File: src/rtl/tx_arbiter_pkg.sv
// Shared types and constants for the two-requester UART transmit arbiter.
package tx_arbiter_pkg;

    localparam int unsigned DATA_W = 8;

    // Requester indices, also the encoding of grant and last-served
    localparam logic REQ0 = 1'b0;
    localparam logic REQ1 = 1'b1;

    typedef enum logic [1:0] {
        ST_IDLE      = 2'd0,
        ST_LOAD      = 2'd1,
        ST_WAIT_BUSY = 2'd2,
        ST_WAIT_DONE = 2'd3
    } state_t;

endpackage

File: src/rtl/tx_arb_pick.sv
// Combinational winner selection between two requesters.
// TX_ARB_FIXED_PRIORITY_EN: when defined, requester 0 always wins a tie;
// otherwise a tie goes to the requester not served last.
module tx_arb_pick
    import tx_arbiter_pkg::*;
(
    input  logic req0_i,
    input  logic req1_i,
    input  logic last_i,
    output logic winner_c_o
);

`ifdef TX_ARB_FIXED_PRIORITY_EN
    logic unused_last;
    assign unused_last = last_i;

    // Fixed priority: requester 1 only when requester 0 is silent
    always_comb begin
        winner_c_o = REQ0;
        if (!req0_i && req1_i) begin
            winner_c_o = REQ1;
        end
    end
`else
    // Round-robin: tie goes to the requester other than the last one served
    always_comb begin
        winner_c_o = REQ0;
        if (req0_i && req1_i) begin
            winner_c_o = ~last_i;
        end else if (req1_i) begin
            winner_c_o = REQ1;
        end
    end
`endif

endmodule

File: src/rtl/tx_arbiter.sv
// Arbitrates two byte requesters onto one shared UART transmitter.
// Optional build macro TX_ARB_FIXED_PRIORITY_EN selects fixed priority
// (requester 0 wins ties) instead of the default round-robin.
module tx_arbiter
    import tx_arbiter_pkg::*;
#(
    parameter int unsigned BUSY_WAIT = 16
) (
    input  logic              clk,
    input  logic              reset,
    input  logic              req0,
    input  logic [DATA_W-1:0] data0,
    input  logic              req1,
    input  logic [DATA_W-1:0] data1,
    output logic              ack0,
    output logic              ack1,
    output logic [DATA_W-1:0] tx_data,
    output logic              tx_wr,
    input  logic              tx_busy,
    output logic              tx_err,
    output logic              grant
);

    localparam int unsigned CNT_W = $clog2(BUSY_WAIT + 1);

    state_t            state_q;
    logic [CNT_W-1:0]  cnt_q;
    logic [CNT_W-1:0]  cnt_d;
    logic              last_q;
    logic              grant_q;
    logic [DATA_W-1:0] tx_data_q;
    logic              tx_wr_q;
    logic              ack0_q;
    logic              ack1_q;
    logic              tx_err_q;
    logic              winner_c;
    logic              can_pick_c;

    tx_arb_pick u_pick (
        .req0_i     (req0),
        .req1_i     (req1),
        .last_i     (last_q),
        .winner_c_o (winner_c)
    );

    // Next timeout count; the FSM leaves WAIT_BUSY when it hits BUSY_WAIT, so it never wraps
    assign cnt_d = cnt_q + CNT_W'(1);

    // A requester still sees its own ack this cycle, so skip picking during the ack pulse
    assign can_pick_c = (req0 | req1) & ~tx_busy & ~ack0_q & ~ack1_q;

    // Arbitration FSM with registered strobes, grant and byte
    always_ff @(posedge clk) begin
        if (reset) begin
            state_q   <= ST_IDLE;
            cnt_q     <= '0;
            last_q    <= REQ1;
            grant_q   <= REQ0;
            tx_data_q <= '0;
            tx_wr_q   <= 1'b0;
            ack0_q    <= 1'b0;
            ack1_q    <= 1'b0;
            tx_err_q  <= 1'b0;
        end else begin
            tx_wr_q  <= 1'b0;
            ack0_q   <= 1'b0;
            ack1_q   <= 1'b0;
            tx_err_q <= 1'b0;
            case (state_q)
                ST_IDLE: begin
                    if (can_pick_c) begin
                        grant_q   <= winner_c;
                        tx_data_q <= (winner_c == REQ1) ? data1 : data0;
                        tx_wr_q   <= 1'b1;
                        state_q   <= ST_LOAD;
                    end
                end
                ST_LOAD: begin
                    cnt_q   <= '0;
                    state_q <= ST_WAIT_BUSY;
                end
                ST_WAIT_BUSY: begin
                    if (tx_busy) begin
                        state_q <= ST_WAIT_DONE;
                    end else if (cnt_d == CNT_W'(BUSY_WAIT)) begin
                        tx_err_q <= 1'b1;
                        state_q  <= ST_IDLE;
                    end else begin
                        cnt_q <= cnt_d;
                    end
                end
                ST_WAIT_DONE: begin
                    if (!tx_busy) begin
                        ack0_q  <= (grant_q == REQ0);
                        ack1_q  <= (grant_q == REQ1);
                        last_q  <= grant_q;
                        state_q <= ST_IDLE;
                    end
                end
                default: begin
                    state_q <= ST_IDLE;
                end
            endcase
        end
    end

    assign ack0    = ack0_q;
    assign ack1    = ack1_q;
    assign tx_data = tx_data_q;
    assign tx_wr   = tx_wr_q;
    assign tx_err  = tx_err_q;
    assign grant   = grant_q;

endmodule

File: config.mk
export PLATFORM = sky130hd
export DESIGN_NAME = tx_arbiter
export DESIGN_NICKNAME = d
export VERILOG_FILES = /design/src/rtl/tx_arbiter_pkg.sv /design/src/rtl/tx_arb_pick.sv /design/src/rtl/tx_arbiter.sv
export SDC_FILE = /design/constraint.sdc
export NUM_CORES = 1
export LEC_CHECK = 0
export ABC_AREA = 1
export CAP_MARGIN = 20
export CORE_ASPECT_RATIO = 1.4
export CORE_UTILIZATION = 33
export DETAILED_ROUTE_END_ITERATION = 16
export HOLD_SLACK_MARGIN = 0.15
export SLEW_MARGIN = 20
export SYNTH_ARGS = -nofsm -noshare
export SYNTH_HDL_FRONTEND = slang
export SYNTH_SLANG_ARGS = --single-unit
File: constraint.sdc
create_clock -name clk -period 1.5 [get_ports clk]
set_input_delay 0.3 -clock clk [delete_from_list [all_inputs] [get_ports clk]]
set_output_delay 0.3 -clock clk [all_outputs]
set_load 0.02 [all_outputs]
# Word-level counts from Yosys, hierarchy flattened
# Index checks and enable logic that the tools add are counted.
[word_totals]
in_bits = 21
reg_bits = 21
[classes]
mux = 13
eq_ne = 9
addsub = 1
bitwise = 12
n_reduce_logical = 10
[op_table]
columns = ["operator", "count"]
rows = [
  ["$mux 5", 2],
  ["$pmux 5 s2", 1],
  ["$mux 2", 4],
  ["$mux 8", 1],
  ["$ne 2x2->1 const B", 4],
  ["$not 1->1", 8],
  ["$pmux 2 s4", 1],
  ["$reduce_and 3->1", 2],
  ["$reduce_or 3->1", 2],
  ["$add 5x1->5 const B", 1],
  ["$eq 5x5->1 const B", 1],
  ["$eq 2x2->1 const B", 2],
  ["$mux 1", 4],
  ["$reduce_and 2->1", 2],
  ["$and 1x1->1", 3],
  ["$ne 3x3->1 const B", 1],
  ["$eq 2x1->1 const B", 1],
  ["$logic_not 2->1", 1],
  ["$reduce_bool 2->1", 1],
  ["$reduce_or 2->1", 1],
  ["$logic_and 1x1->1", 1],
  ["$or 1x1->1", 1],
]

# Longest topological paths before layout
# Gate-level depths: netlist of run 1.
[depth]
ltp_word = 6
depth_mapped = 9
mapped_depth_nobuf = 9

# By module
# A second synthesis of run 1 with hierarchy kept.
[hier_totals]
hier_cells = 119
area_unflattened_um2 = 983.4
[modules_own_cells]
columns = ["module", "area_each_um2", "instances", "cells_per_inst"]
rows = [
  ["tx_arbiter", 970.9, 1, 117],
  ["tx_arb_pick", 12.5, 1, 2],
]

# Least setup slack after synthesis of run 1
# OpenSTA, ideal clock, no wires.
[synth_path]
path_kind = "flip-flop to flip-flop"
startpoint = "register cnt_q[0]"
endpoint = "register state_q[1]"
arrival_time_ps = 1147
path_stages_with_launch = 9
setup_ps = 113
slack_ps = 240
cell_sequence = "dfxtp_1 -> ha_1 -> nand4_1 -> nand2_2 -> nand3_4 -> nand2_4 -> nand2_1 -> o21ai_1 -> inv_1"
[synth_via]
elab_chain_len = 4
[synth_lines]
columns = ["item", "line_no", "text"]
rows = [
  ["start: declaration", "tx_arbiter.sv:27", "logic [CNT_W-1:0] cnt_q;"],
  ["start signal: assignment", "tx_arbiter.sv:89", "cnt_q <= cnt_d;"],
  ["$add 5x1->5", "tx_arbiter.sv:47", "assign cnt_d = cnt_q + CNT_W'(1);"],
  ["$eq 5x5->1", "tx_arbiter.sv:85", "end else if (cnt_d == CNT_W'(BUSY_WAIT)) begin"],
  ["$ne 3x3->1 (no line)", "n/a", ""],
  ["$reduce_and 3->1 (no line)", "n/a", ""],
  ["end signal: assignment", "tx_arbiter.sv:55", "state_q <= ST_IDLE;"],
  ["end signal: assignment", "tx_arbiter.sv:84", "state_q <= ST_WAIT_DONE;"],
  ["end signal: assignment", "tx_arbiter.sv:87", "state_q <= ST_IDLE;"],
  ["end: declaration", "tx_arbiter.sv:26", "state_t state_q;"],
]
# Every way passes these cells.
# A chain may end at the register's enable or synchronous reset.

# Worst setup path in the final report of run 1
[layout_path]
startpoint = "register tx_wr_q, in the netlist tx_wr"
endpoint = "output tx_wr"
[layout_rtl]
columns = ["item", "line_no", "text"]
rows = [
  ["start: declaration", "tx_arbiter.sv:32", "logic tx_wr_q;"],
  ["start signal: assignment", "tx_arbiter.sv:60", "tx_wr_q <= 1'b0;"],
  ["start signal: assignment", "tx_arbiter.sv:65", "tx_wr_q <= 1'b0;"],
  ["start signal: assignment", "tx_arbiter.sv:74", "tx_wr_q <= 1'b1;"],
  ["end: declaration", "tx_arbiter.sv:18", "output logic tx_wr,"],
]
# No word-level cell between the ends.

==> metrics.yaml, run 1 <==
outcome: "finished, final reports clean"
ys_warn_count: 0
relSlewSlack_pct: 78.5
worst_pin_slew_ns: 0.322
wl_per_cell_um: 10.9
port_buffers: 33
num_rows: 23
layout_common_cells: "25 x nand2_1, 21 x dfxtp_1, 21 x clkdlybuf4s50_1"
cts_hold_buf: 0
ctsHtreeMaxLevel: 1
worst_slack_ns: 0.0342
r2r-start: "cnt_q[1]"
maxCapViolCount: 0
finish.net_count: 195
hpwl_um: 1820
synth_area_um2: 990
path_class: "flop to output pin"
ys_seq_area_share_pct: 42.5
placed_area_um2: 1400
crit_slowest_cell: "clkdlybuf4s50_1"
hold_viol_final: 0
grt_pass1_vias: 942
worstReg2RegEnd: "state_q[1]"
syn_area_per_cell_um2: 7.61
netlist_instances: 130
diodes: 0
ff2ff_setup_slack_ns: 0.13
dieArea_um2: 3230
cp.arrival_ns: 1.17
synthDistinctLibCells: 24
holdCritPathClass: "flop to flop"
post-route-util_pct: 50.3
synth_seq_cells: 21
post_cts_buffers: 0
ioPinCount: 34
crit_path_max_incr_delay_ns: 0.59
finalNonFillerCells: 209
crit_fanout: 1
drtPass1Iterations: 3
die_x_um: 48.3
grt_max_degree: 19
vdd_drop_max_mv: 0.494
clock_sinks: 21
pre_cts_slack_ns: -0.166
grt_pass1_wl_um: 3710
holdPathEnd: "last_q"
cts_tree: "built"
layout-drive-gt1-share_pct: 14.0
initial_utilization_pct: 34.7
clk_pin_slew_ns: 0.08
overflow: 0
layout_commonest_cell: "nand2_1"
cts_buffer_depth: 2
hold_path_depth: 2
r2r_cells: 8
finalInstanceArea_um2: 1430
core_um2: 2850
fmax_mhz: 682
routed-via-count: 998
chipHeight_um: 66.8
area.growth.synth_to_final_pct: 44.9
clock-root-buffer: "clkbuf_8"
cp-start-kind: "flop"
end_kind: "output pin"
drtIter0Drc: 13
min_from: "last_q"
clk_latency_ns: 0.26
cpLargestDelayFamily: "buffers and inverters"
crit_chain: "clkdlybuf4s50_1"
drv_slew: 0
cp.depth: 1
postCtsResizedCells: 11
rsz0062_at_grt: "no"
track_usage_pct: 15.7
drc: 0
crit_buf_inv: 1
antenna_found_initial: 0
gp_congestion: 0.777
final-setup-viol-count: 0
worst_hold_slack_ns: 0.472
fin_crit_sh_pct: 97.7
routed_via_density: 4.78
wl_um: 2290
cts_made_buffers: 3
detail-route-antenna-nets: 0
final.min_clock_period_ns: 1.47
placed_cells: 205
syn-num-nets: 152
fin_worst_skew_ns: 0.00739
leakagePower_nw: 0.643
required_ns: 1.20
powerDensity_nw_per_um2: 1190
==> sequential cells by signal, summed over array words and instances, names as in the netlist <==
register  flops
tx_err        1
grant         1
last_q        1
cnt_q         5
tx_wr         1
tx_data       8
ack1          1
state_q       2
ack0          1
==> layout make-up <==
cell class                 count  area, µm²
multi-input combinational     94        497
inverter                      12       45.0
clock buffer                   3       41.3
sequential                    21        420
clock inverter                 1       5.00
timing repair buffer          41        379
tap                           37       46.3
fill                         286       1420
==> how the worst max path moves through the flow <==
stage,startpoint,to,slack (ns)
floorplan,cnt_q[0],state_q[1],0.24
global placement,tx_busy,tx_data[2],-0.10
detailed placement,tx_busy,tx_data[2],-0.17
CTS,tx_wr,tx_wr,0.02
global route,tx_wr,tx_wr,0.002
finish,tx_wr,tx_wr,0.03
==> logic make-up after synthesis <==
| family | count (synthesis) | synth area share (%) |
|---|---|---|
| AOI/OAI and AO/OA | 31 | 18.1 |
| buffers and inverters | 15 | 7.33 |
| and+or+nand+nor | 62 | 30.8 |
| adders and majority gates | 1 | 1.26 |
| DFF | 21 | 42.5 |
==> metrics by stage <==
step / TNS [ns] / total power, mW
2_1_floorplan: 0 / 1.13
3_3_place_gp: -1.27 / 1.38
3_5_place_dp: -1.80 / 1.39
4_1_cts: 0 / 1.72
5_1_grt: 0 / 1.83
6_report: 0 / 1.70
==> cell usage after synthesis <==
| library cell | n | share of area, % |
|---|---|---|
| nand2_1 | 25 | 9.5 |
| dfxtp_1 | 21 | 42 |
| nand3_1 | 17 | 8.6 |
| inv_1 | 11 | 4.2 |
| o21ai_0 | 11 | 5.6 |
| nor2_1 | 10 | 3.8 |
| a31oi_1 | 8 | 5.1 |
| a21oi_1 | 6 | 3.0 |
| a21oi_2 | 2 | 1.8 |
| buf_6 | 2 | 2.3 |
| nand2_2 | 2 | 1.3 |
| nand4_1 | 2 | 1.3 |
| o22ai_1 | 2 | 1.3 |
| buf_2 | 1 | 0.51 |
| ha_1 | 1 | 1.3 |
| inv_2 | 1 | 0.38 |
| nand2_4 | 1 | 1.1 |
| nand3_2 | 1 | 1.0 |
| nand3_4 | 1 | 1.8 |
| nor2_2 | 1 | 0.63 |
| nor3_2 | 1 | 1.0 |
| o21ai_1 | 1 | 0.51 |
| o21ai_2 | 1 | 0.89 |
| or2_4 | 1 | 0.89 |
==> routing by layer <==
| layer | up-vias | global-route usage, % | part of all wire [%] |
|---|---|---|---|
| met2 | 25 | 28.5 | 52 |
| met1 | 441 | 17.5 | 43 |
| met3 | 2 | 1.90 | 4.2 |
| met4 | 0 | 5.21 | 0.52 |
| li1 | 530 | - | - |
| met5 | - | 0 | 0 |
==> report_power, final <==
group	total, mW	switching (mW)	internal [mW]
Sequential	0.715	0.0610	0.654
Combinational	0.620	0.364	0.256
Clock	0.368	0.184	0.185
Power figures use the tool's default switching activity.
==> run 2, diff against run 1 <==
Settings changed: CORE_ASPECT_RATIO 1.4 to 0.75.
==> metrics.yaml, run 2 (synthesized netlist as in run 1, its figures left out) <==
outcome: "finished, final reports clean"
leakagePower_nw: 0.717
wl_um: 2400
dieArea_um2: 3220
crit_slowest_cell: "clkdlybuf4s50_1"
drtIter0Drc: 76
post-layout-total-power_mw: 1.74
powerDensity_nw_per_um2: 1180
rsz0062_at_grt: "no"
relSlewSlack_pct: 78.8
cp.depth: 6
cts_made_buffers: 3
layout_commonest_cell: "nand2_1"
clock-root-buffer: "clkbuf_8"
crit_chain: "clkdlybuf4s50_1, nor3_2, nand3_2, inv_2, o21ai_0, a31oi_1"
layout_common_cells: "25 x nand2_1, 20 x dfxtp_1, 20 x clkdlybuf4s50_1"
diodes: 0
ctsHtreeMaxLevel: 1
final-setup-viol-count: 0
routed_via_density: 4.83
worst_pin_slew_ns: 0.318
antenna_found_initial: 0
chipHeight_um: 49.4
cp.arrival_ns: 1.57
hold_viol_final: 0
area.growth.synth_to_final_pct: 49.1
drv_slew: 0
fin_crit_sh_pct: 92.6
wl_per_cell_um: 11.4
worst_slack_ns: 0.110
vdd_drop_max_mv: 0.456
clk_pin_slew_ns: 0.07
port_buffers: 33
gp_congestion: 0.811
drtPass1Iterations: 4
holdCritPathClass: "flop to flop"
cts_buffer_depth: 2
fillers: 277
end_kind: "flop"
cpLargestDelayFamily: "buffers and inverters"
clock_sinks: 21
hpwl_um: 1890
cp-start-kind: "input port"
r2r_cells: 8
grt_pass1_wl_um: 3930
routed-via-count: 1020
crit_buf_inv: 2
path_class: "input port to flop"
initial_utilization_pct: 36.4
die_x_um: 65.2
cts_tree: "built"
ioPinCount: 34
fin_worst_skew_ns: 0.00366
hold_path_depth: 2
drc: 0
crit_path_max_incr_delay_ns: 0.43
required_ns: 1.68
grt_max_degree: 19
core_um2: 2720
layout-drive-gt1-share_pct: 16.0
finish.net_count: 198
largest_reg_flops: 8
fmax_mhz: 720
crit_fanout: 18
track_usage_pct: 15.9
grt_pass1_vias: 916
overflow: 0
num_rows: 16
detail-route-antenna-nets: 0
maxCapViolCount: 0
final.min_clock_period_ns: 1.39
cts_hold_buf: 0
clk_latency_ns: 0.26
pre_cts_slack_ns: -0.164
## run 2: power breakdown
group          leakage [nW]  switching [mW]  internal [mW]
clock                0.0228           0.181          0.189
sequential            0.172          0.0584          0.654
combinational         0.523           0.377          0.281
## run 2: through the flow
step / utilization (%) / cell area [µm²] / hold WS, ns / instances / setup TNS (ns)
after floorplan: - / 990 / 0.369 / 130 / 0
after global placement: 52.2 / 1420 / 0.461 / 207 / -0.883
after detailed placement: 52.2 / 1420 / 0.478 / 207 / -1.32
after CTS: 53.5 / 1460 / 0.496 / 211 / 0
after global routing: 54.2 / 1480 / 0.524 / 211 / 0
final: 54.2 / 1480 / 0.484 / 211 / 0
## run 2: worst min-delay path, stage by stage, from the launching register on
cell	delay (ns)
dfxtp_1	0.33
o22ai_1	0.08
inv_1	0.05
## run 2: cell type report
cell class	count	area (µm²)	share of cell area, %
Multi-Input combinational cell	94	499	33.8
Tap cell	36	45.0	3.05
Sequential cell	21	422	28.6
Inverter	12	45.0	3.05
Clock buffer	4	45.0	3.05
Timing Repair Buffer	44	419	28.4
## run 2: what timing repair did
action                                  4_1_cts  5_1_grt
endpoints found under the hold margin         0        0
gates resized for setup                       7        8
endpoints found under the setup margin        7        7
setup buffers                                 0        0
## run 2: per-layer routing
| metal | wire length (µm) | track usage [%] | vias up |
|---|---|---|---|
| met4 | 14 | 3.26 | 0 |
| met5 | 0 | 0 | - |
| met2 | 1070 | 24.6 | 26 |
| li1 | - | - | 534 |
| met1 | 1190 | 21.5 | 458 |
| met3 | 124 | 5.37 | 2 |
## run 2: path summary, 6_finish.rpt
path	startpoint	endpoint	slack, ns
max	tx_busy	tx_data[3]	0.11
min	last_q	last_q	0.48
max reg2reg	cnt_q[1]	state_q[1]	0.17
min reg2reg	last_q	last_q	0.48
==> run 3, diff against run 2 <==
Settings changed: CORE_UTILIZATION 33 to 44, PLACE_DENSITY set to 0.78, REMOVE_ABC_BUFFERS set to 1.
==> metrics.yaml, run 3 (synthesized netlist as in run 1, its figures left out) <==
cts_made_buffers: 3
antenna_found_initial: 0
required_ns: 1.71
routed-via-count: 1026
final.min_clock_period_ns: 1.37
fin_crit_sh_pct: 91.4
violations: "DRC"
cts_hold_buf: 0
ctsHtreeMaxLevel: 1
crit_chain: "ha_2, nand4_1, nand2_2, nand3_4, nand2_4, nand2_1, o21ai_1, inv_1"
diodes: 0
worst_slack_ns: 0.128
crit_path_max_incr_delay_ns: 0.37
cp.arrival_ns: 1.58
worst_pin_slew_ns: 0.315
placed_area_um2: 1380
wl_per_cell_um: 11.8
layout_common_cells: "25 x nand2_1, 20 x dfxtp_1, 20 x clkdlybuf4s50_1"
clk_latency_ns: 0.30
routed_via_density: 5.23
dieArea_um2: 2440
largest_reg_flops: 8
drtPass1Iterations: 11
die_x_um: 56.8
initial_utilization_pct: 47.9
crit_fanout: 8
hpwl_um: 1780
fmax_mhz: 729
overflow: 0
layout-drive-gt1-share_pct: 14.5
outcome: "complete, but fails checks"
num_rows: 14
finalInstanceArea_um2: 1400
end_kind: "flop"
drtIter0Drc: 41
holdCritPathClass: "flop to flop"
drc: 2
relSlewSlack_pct: 78.9
hold_viol_final: 0
pre_cts_slack_ns: -0.151
post-route-util_pct: 67.6
path_class: "flop to flop"
post_cts_buffers: 0
area.growth.synth_to_final_pct: 41.1
wl_um: 2320
core_um2: 2070
leakagePower_nw: 0.620
cts_buffer_depth: 2
layout_commonest_cell: "nand2_1"
drv_slew: 0
gp_congestion: 0.858
grt_pass1_vias: 943
powerDensity_nw_per_um2: 1160
track_usage_pct: 21.9
rsz0062_at_grt: "no"
chipHeight_um: 43.1
grt_max_degree: 19
cp-start-kind: "flop"
clock-root-buffer: "clkbuf_4"
final-setup-viol-count: 0
port_buffers: 33
fillers: 170
worst_hold_slack_ns: 0.508
crit_slowest_cell: "dfxtp_2"
detail-route-antenna-nets: 0
clk_pin_slew_ns: 0.11
cts_tree: "built"
vdd_drop_max_mv: 0.582
finish.net_count: 195
grt_pass1_wl_um: 4080
fin_worst_skew_ns: 0.00451
ioPinCount: 34
maxCapViolCount: 0
clock_sinks: 21
[run 3: changes by cell type in the layout (fill, tap and decap cells not counted)]
cell	delta
dlymetal6s2s_1	-6
dlygate4sd2_1	+6
clkbuf_8	-3
clkbuf_4	+3
buf_4	-3
[run 3: what timing repair did]
action                                 in CTS  in global routing
resized for setup                          13                  2
setup endpoints to repair                  13                  1
endpoints found under the hold margin       0                  0
[run 3: layout make-up]
| class | instances | area (µm²) | area share [%] |
|---|---|---|---|
| Sequential cell | 21 | 422 | 30.2 |
| Tap cell | 24 | 30.0 | 2.15 |
| Timing Repair Buffer | 41 | 374 | 26.8 |
| Clock buffer | 4 | 26.3 | 1.88 |
| Multi-Input combinational cell | 94 | 499 | 35.8 |
| Inverter | 12 | 45.0 | 3.23 |
[run 3: final timing paths]
kind	from	to	slack (ns)	depth (start not counted)
setup / recovery	cnt_q[1]	state_q[1]	0.13	8
hold / removal	cnt_q[4]	cnt_q[4]	0.51	2
setup reg to reg	cnt_q[1]	state_q[1]	0.13	8
hold reg to reg	cnt_q[4]	cnt_q[4]	0.51	2
[run 3: through the flow]
step	TNS (ns)	total power, mW	cells
2_1_floorplan	0	1.10	127
3_3_place_gp	-0.781	1.38	192
3_5_place_dp	-1.22	1.40	192
4_1_cts	0	1.63	196
5_1_grt	0	1.72	196
6_report	0	1.62	196
[run 3: power breakdown]
group / leakage (nW) / internal, mW / switching [mW]
clock network: 0.0150 / 0.104 / 0.165
logic: 0.433 / 0.257 / 0.377
registers: 0.172 / 0.654 / 0.0600
[run 3: layer usage]
layer / GRT usage, % / share of wire (%) / vias up
li1: - / - / 532
met1: 26.5 / 46 / 466
met2: 36.9 / 49 / 26
met3: 7.01 / 5.2 / 2
met4: 7.32 / 0.47 / 0
met5: 0 / 0 / -
[run 3: critical path: cells and delay by family (launching register included)]
| kind | cells | cell delay [ns] |
|---|---|---|
| DFF | 1 | 0.37 |
| adders and majority gates | 1 | 0.20 |
| AOI/OAI and AO/OA | 1 | 0.13 |
| and+or+nand+nor | 5 | 0.51 |
| buffers and inverters | 1 | 0.05 |
